## config.mk

```make
export PLATFORM = sky130hd
export DESIGN_NAME = car_parking_ctrl_param
export DESIGN_NICKNAME = d
export VERILOG_FILES = /design/src/rtl/car_parm_pkg.sv /design/src/rtl/car_parking_ctrl_param_seven_seg_dec.sv /design/src/rtl/car_parking_ctrl_param.sv
export SDC_FILE = /design/constraint.sdc
export NUM_CORES = 1
export LEC_CHECK = 0
export CORE_ASPECT_RATIO = 0.7
export CORE_MARGIN = 2
export CORE_UTILIZATION = 35
export CTS_BUF_LIST = sky130_fd_sc_hd__clkbuf_8
export CTS_CLUSTER_DIAMETER = 120
export DETAILED_ROUTE_END_ITERATION = 6
export PLACE_DENSITY = 0.64
export RECOVER_POWER = 25
export SYNTH_ARGS = -nofsm -noshare
export SYNTH_HDL_FRONTEND = slang
export SYNTH_SLANG_ARGS = --single-unit
```

## constraint.sdc

```tcl
create_clock -name clk -period 22.9 [get_ports clk]
set_clock_uncertainty 0.2 [all_clocks]
set_input_delay 3.435 -clock clk [delete_from_list [all_inputs] [get_ports clk]]
set_output_delay 3.435 -clock clk [all_outputs]
set_load 0.005 [all_outputs]
```

## src/rtl/car_parm_pkg.sv

```systemverilog
// Shared types and helpers for the parking controller: FSM encoding, active-low
// 7-segment patterns {g..a}, and a binary-to-tens/ones split for values up to 99.
package car_parm_pkg;

    typedef enum logic [2:0] {
        ST_IDLE      = 3'd0,
        ST_WAIT_PWD  = 3'd1,
        ST_GRANT     = 3'd2,
        ST_DENY      = 3'd3,
        ST_FULL_WAIT = 3'd4,
        ST_LOCKED    = 3'd5
    } park_state_e;

    localparam logic [6:0] SEG_0     = 7'h40;
    localparam logic [6:0] SEG_1     = 7'h79;
    localparam logic [6:0] SEG_2     = 7'h24;
    localparam logic [6:0] SEG_3     = 7'h30;
    localparam logic [6:0] SEG_4     = 7'h19;
    localparam logic [6:0] SEG_5     = 7'h12;
    localparam logic [6:0] SEG_6     = 7'h02;
    localparam logic [6:0] SEG_7     = 7'h78;
    localparam logic [6:0] SEG_8     = 7'h00;
    localparam logic [6:0] SEG_9     = 7'h10;
    localparam logic [6:0] SEG_BLANK = 7'h7F;

    // Returns {tens, ones}; repeated subtraction is bounded at nine steps for 0..99.
    function automatic logic [7:0] bcd_split(input logic [6:0] value);
        logic [3:0] tens;
        logic [6:0] rem;
        tens = 4'd0;
        rem  = value;
        for (int i = 0; i < 9; i++) begin
            if (rem >= 7'd10) begin
                rem  = rem - 7'd10;
                tens = tens + 4'd1;
            end
        end
        return {tens, rem[3:0]};
    endfunction

endpackage

```

## src/rtl/car_parking_ctrl_param_seven_seg_dec.sv

```systemverilog
// Single-digit 7-segment decoder, active-low {g..a}; non-decimal codes blank.
module seven_seg_dec
    import car_parm_pkg::*;
(
    input  logic [3:0] digit,
    output logic [6:0] seg
);

    always_comb begin
        case (digit)
            4'd0:    seg = SEG_0;
            4'd1:    seg = SEG_1;
            4'd2:    seg = SEG_2;
            4'd3:    seg = SEG_3;
            4'd4:    seg = SEG_4;
            4'd5:    seg = SEG_5;
            4'd6:    seg = SEG_6;
            4'd7:    seg = SEG_7;
            4'd8:    seg = SEG_8;
            4'd9:    seg = SEG_9;
            default: seg = SEG_BLANK;
        endcase
    end

endmodule

```

## src/rtl/car_parking_ctrl_param.sv

```systemverilog
// Single-gate parking controller: password-gated entry, occupancy tracking, lights, display.
// Lockout after repeated wrong passwords is built only when PARK_LOCKOUT_EN is defined.
module car_parking_ctrl_param
    import car_parm_pkg::*;
#(
    parameter int CAPACITY      = 8,
    parameter int PWD_W         = 2,
    parameter int PASS_1        = 1,
    parameter int PASS_2        = 2,
    parameter int MAX_TRIES     = 3,
    parameter int ENTRY_TIMEOUT = 16,
    parameter int LOCK_CYCLES   = 32,
    localparam int CNT_W        = $clog2(CAPACITY + 1)
) (
    input  logic             clk,
    input  logic             rst,
    input  logic             sense_entry,
    input  logic             sense_exit,
    input  logic             pwd_valid,
    input  logic [PWD_W-1:0] password_1,
    input  logic [PWD_W-1:0] password_2,
    output logic             green_light,
    output logic             red_light,
    output logic             locked,
    output logic             full,
    output logic [6:0]       hex_1,
    output logic [6:0]       hex_2,
    output logic [CNT_W-1:0] space_available,
    output logic [CNT_W-1:0] space_utilized,
    output logic [CNT_W-1:0] count_cars
);

    localparam int TRY_W = $clog2(MAX_TRIES + 1);
    localparam int TMR_W = $clog2(ENTRY_TIMEOUT + 1);

    park_state_e      state, state_nxt;
    logic [TMR_W-1:0] timer;
    logic [TRY_W-1:0] tries;
    logic             exit_q, exit_edge, ent_done;
    logic             pwd_try, pwd_ok, lock_done;
    logic [7:0]       digits;

    assign exit_edge       = sense_exit & ~exit_q;
    assign pwd_try         = (state == ST_WAIT_PWD) && sense_entry && pwd_valid;
    assign pwd_ok          = (password_1 == PWD_W'(PASS_1)) && (password_2 == PWD_W'(PASS_2));
    assign full            = (space_utilized == CNT_W'(CAPACITY));
    assign space_available = CNT_W'(CAPACITY) - space_utilized;

`ifdef PARK_LOCKOUT_EN
    localparam int LCK_W = $clog2(LOCK_CYCLES + 1);
    logic [LCK_W-1:0] lock_timer;

    assign lock_done = (state == ST_LOCKED) && (lock_timer == LCK_W'(LOCK_CYCLES - 1));

    always_ff @(posedge clk) begin
        if (!rst) begin
            lock_timer <= '0;
            locked     <= 1'b0;
        end else begin
            lock_timer <= (state == ST_LOCKED && !lock_done) ? lock_timer + 1'b1 : '0;
            locked     <= (state_nxt == ST_LOCKED);
        end
    end
`else
    assign lock_done = 1'b0;
    assign locked    = 1'b0;
`endif

    always_comb begin
        state_nxt = state;
        ent_done  = 1'b0;
        case (state)
            ST_IDLE:
                if (sense_entry) state_nxt = full ? ST_FULL_WAIT : ST_WAIT_PWD;
            ST_WAIT_PWD:
                if (!sense_entry)                              state_nxt = ST_IDLE;
                else if (pwd_valid)                            state_nxt = pwd_ok ? ST_GRANT : ST_DENY;
                else if (timer == TMR_W'(ENTRY_TIMEOUT - 1))   state_nxt = ST_IDLE;
            ST_GRANT:
                if (!sense_entry) begin
                    state_nxt = ST_IDLE;
                    ent_done  = 1'b1;
                end
`ifdef PARK_LOCKOUT_EN
            ST_DENY:
                state_nxt = (tries == TRY_W'(MAX_TRIES)) ? ST_LOCKED : ST_WAIT_PWD;
            ST_LOCKED:
                if (lock_done) state_nxt = ST_IDLE;
`else
            ST_DENY:
                state_nxt = ST_WAIT_PWD;
`endif
            ST_FULL_WAIT:
                if (!sense_entry) state_nxt = ST_IDLE;
            default:
                state_nxt = ST_IDLE;
        endcase
    end

    always_ff @(posedge clk) begin
        if (!rst) begin
            state          <= ST_IDLE;
            timer          <= '0;
            tries          <= '0;
            exit_q         <= 1'b0;
            space_utilized <= '0;
            count_cars     <= '0;
            green_light    <= 1'b0;
            red_light      <= 1'b0;
        end else begin
            state  <= state_nxt;
            exit_q <= sense_exit;
            // Timer runs only while staying in WAIT_PWD, so every (re)entry starts at zero.
            timer  <= (state == ST_WAIT_PWD && state_nxt == ST_WAIT_PWD) ? timer + 1'b1 : '0;

            if (pwd_try)
                tries <= pwd_ok ? '0 : ((tries == TRY_W'(MAX_TRIES)) ? tries : tries + 1'b1);
            else if (lock_done)
                tries <= '0;

            green_light <= (state_nxt == ST_GRANT);
            red_light   <= (state_nxt == ST_DENY) || (state_nxt == ST_FULL_WAIT) ||
                           (state_nxt == ST_LOCKED);

            if (ent_done)
                count_cars <= count_cars + 1'b1;
            // A simultaneous entry and exit cancel out on occupancy.
            if (ent_done && !exit_edge)
                space_utilized <= space_utilized + 1'b1;
            else if (!ent_done && exit_edge && space_utilized != '0)
                space_utilized <= space_utilized - 1'b1;
        end
    end

    assign digits = bcd_split(7'(space_available));

    seven_seg_dec u_dec_tens (.digit(digits[7:4]), .seg(hex_1));
    seven_seg_dec u_dec_ones (.digit(digits[3:0]), .seg(hex_2));

endmodule
```

==> results.md <==
* Status: finished clean
* Sum Neg Setup Slack at 0 ns
* Clk slew on worst S/H paths at 0.07 ns
* Pin count of the biggest net entering global routing at 19
* RSZ-0062 raised after global routing: no
* Unique masters post-synth at 72
* Met3 wire len at 276 µm
* Crit Reg-Reg Startpoint: state[1]$_SDFF_PN0_
* Fin. max-slew vios at 0
* Commonest cells post-synth: ha_1 (26), nor2_1 (26), dfxtp_1 (19)
* Vias per cell at 5.01
* Final instance area at 2790 µm²
* Filler cells at 620
* CTS Buffer Depth at 2
* Xor/xnor cell area share of the yosys netlist at 9.14%
* Remaining antenna violation count at 0
* CP max-delay cell: dfxtp_1
* Final setup vio count at 0
* First-pass GRT wire length at 8.29 mm
* Gate Count Post-Synth at 276
* Ys Warns at 0
* Initial Utilization at 36.9%
* Compound-gate portion of the synthesized area at 24.3%
* GRT Resource Usage Total at 13.6%
* Seq. cell area at 380 µm²
* Placed cell areas at 2740 µm²
* Post-CTS setup buffer count at 0
* Flop and latch count out of synthesis at 19
* Worst Hold End: timer[0]$_SDFF_PN0_
* Post-synthesis adder-cell area fraction at 14.8%
* HP Class: flop to flop
* Root Driver: clkbuf_8
* Minimum clock period at 13.09 ns
* Dpl ws at 10.10 ns
* CP Data Required Time at 19.27 ns
* Vias in the first global route at 1,811
* Worst-Skew Late Latency at 0.25 ns
* Ranking of synthesized cells by area: dfxtp_1 (16%), ha_1 (14%), mux2i_1 (5.6%)
* CTS Buf Count at 3
* R2R Setup Slk at 20.10 ns
* Critical Path AT at 9.45 ns
* Endpoint kind of the worst setup timing path: output pin
* CTS tree: built
* WHS Path Cells at 1
* Portion of netlist area occupied by mux cells at 7.32%
* Setup CP Type: flop to output pin
* Die Wd at 102 µm
* Max Fanout on Critical Path at 18
* Most used cell, CP: ha_1
* Ant diodes at 0
* Vias at 1,963
* CP Launch Type: flop
* Met1 wire length at 2.58 mm
* # rows at 24
* Io pins at 39
* Sequential area share after synthesis at 16.2%
* Layout cells sized above 1 at 8.64%
* DRC viols at 0
* Top-area cell type share of the netlist area at 16.2%
* Synthesized area per cell at 8.48 µm²
* Area Overhead vs Synth at 19.0%
* Core Area at 6340 µm²
* Fin Hold WS at 0.250 ns
* Detailed Place HPWL at 3.75 mm
* Hold Crit Start: timer[0]$_SDFF_PN0_
* Largest area contributor in the netlist: dfxtp_1
* Post-Syn Area at 2340 µm²
* Final Cycle Share at 57.2%
* Top FF cell, synth: dfxtp_1
* GRT overflow at 0
* DR iter-0 viols at 143
* Routed wire length at 4.82 mm
* WL per Instance at 12.3 µm
* Area of the multi-input gates at 1790 µm²
* Worst r2r path cells at 9
* Cts hold-fix bufs at 0
* Drt first pass iters at 4
* Slew HR at 42.6%
* Initial antenna violation count at 0
* Final setup margin at 9.81 ns
* Final-stage net count at 338
* RD Place Congestion at 0.898
* Worst-Margin Slew at 0.861 ns
* Metal2 WL at 1.95 mm
* Max layer used: met4
* Worst flop-to-flop path endpoint: space_utilized[3]$_SDFFE_PN0P_
* Die ar. at 7370 µm²
* Number of flops mapped to enable cells by yosys at 0
* Count of final hold-check violations at 0
* TritonCTS sink count at 19
* FMAX at 76.4 MHz
* Main combinational cell family by area after synthesis: compound AO/OA/AOI/OAI gates
* Max-cap violation count at 0
* PortBufs at 37
* Async S/R FF share, synth at 0%
* Resized cells post-CTS at 0
* H-tree levels at 1
* Die H at 72.4 µm
* Slowest stage delay, CP at 0.77 ns
* Synth Area in Simple Gates at 20.8%
* Syn nets at 312
[sequential cells by signal, summed over array words and instances (netlist names)]
name,count
timer,5
red_light,1
green_light,1
space_utilized,4
count_cars,4
state,3
exit_q,1
[per-layer routing]
layer	vias to the layer above	track usage, %
li1	1032	-
met1	882	20.4
met2	47	20.0
met3	2	3.08
met4	0	2.40
met5	-	0
[worst max-delay path by stage]
stage	depth (start not counted)	from	endpoint	slack (ns)
floorplan	35	space_utilized[0]$_SDFFE_PN0P_	hex_1[0]	11.47
global placement	32	space_utilized[0]$_SDFFE_PN0P_	hex_1[3]	10.23
detailed placement	32	space_utilized[0]$_SDFFE_PN0P_	hex_1[0]	10.10
CTS	32	space_utilized[0]$_SDFFE_PN0P_	hex_1[0]	9.78
global route	32	space_utilized[0]$_SDFFE_PN0P_	hex_1[4]	9.11
finish	32	space_utilized[0]$_SDFFE_PN0P_	hex_1[0]	9.81
[critical path: cells and delay by family (launching register included)]
family                     cells  cell delay, ns
AOI/OAI and AO/OA             10            2.57
xor gates and xnor gates       1            0.33
adders and majority gates     10            2.82
buffers and inverters          3            0.83
DFF                            1            0.77
and+or+nand+nor                8            1.86
[layout by cell type, fill, tap and decap left out, drive strengths merged, types with 3 or more instances in the layout]
cell and n:
xnor2 9, dlygate4sd3 9, nand2 17, dfxtp 19, o32a 3, o31a 3, ha 26, nor2 27
xor2 12, clkbuf 4, mux2i 13, and3 3, nor2b 5, clkdlybuf4s50 28, and2 9, or2 3
a22oi 3, inv 20, a32oi 3, a31oi 3, a2111oi 3, nand3 3, a21o 6, mux2 3
nor3 7, a21oi 14, o21ai 10
[per-stage QoR]
stage	instances	util [%]
after floorplan	276	-
after global placement	388	43.3
after detailed placement	388	43.3
after CTS	392	44.0
after global routing	392	44.0
final	392	44.0
[logic make-up (layout without fill, tap and decap cells)]
kind of cell / Yosys count / in the layout
other: 1 / 1
XOR/XNOR: 22 / 22
AO/OA/AOI/OAI: 62 / 62
AND/OR/NAND/NOR: 91 / 91
adder cells (fa/ha/maj): 27 / 27
multiplexers: 16 / 16
buffers and inverters: 38 / 63
flip-flops: 19 / 19
[final cells by class]
type	count	share of cell area (%)
Sequential cell	19	13.7
Clock buffer	3	1.48
Multi-Input combinational cell	219	64.3
Timing Repair Buffer	38	13.4
Tap cell	91	4.09
Clock inverter	1	0.180
Inverter	21	2.87
Power is not shown: default switching activity piles up to over one toggle a cycle in this logic, so the estimate is an artifact.
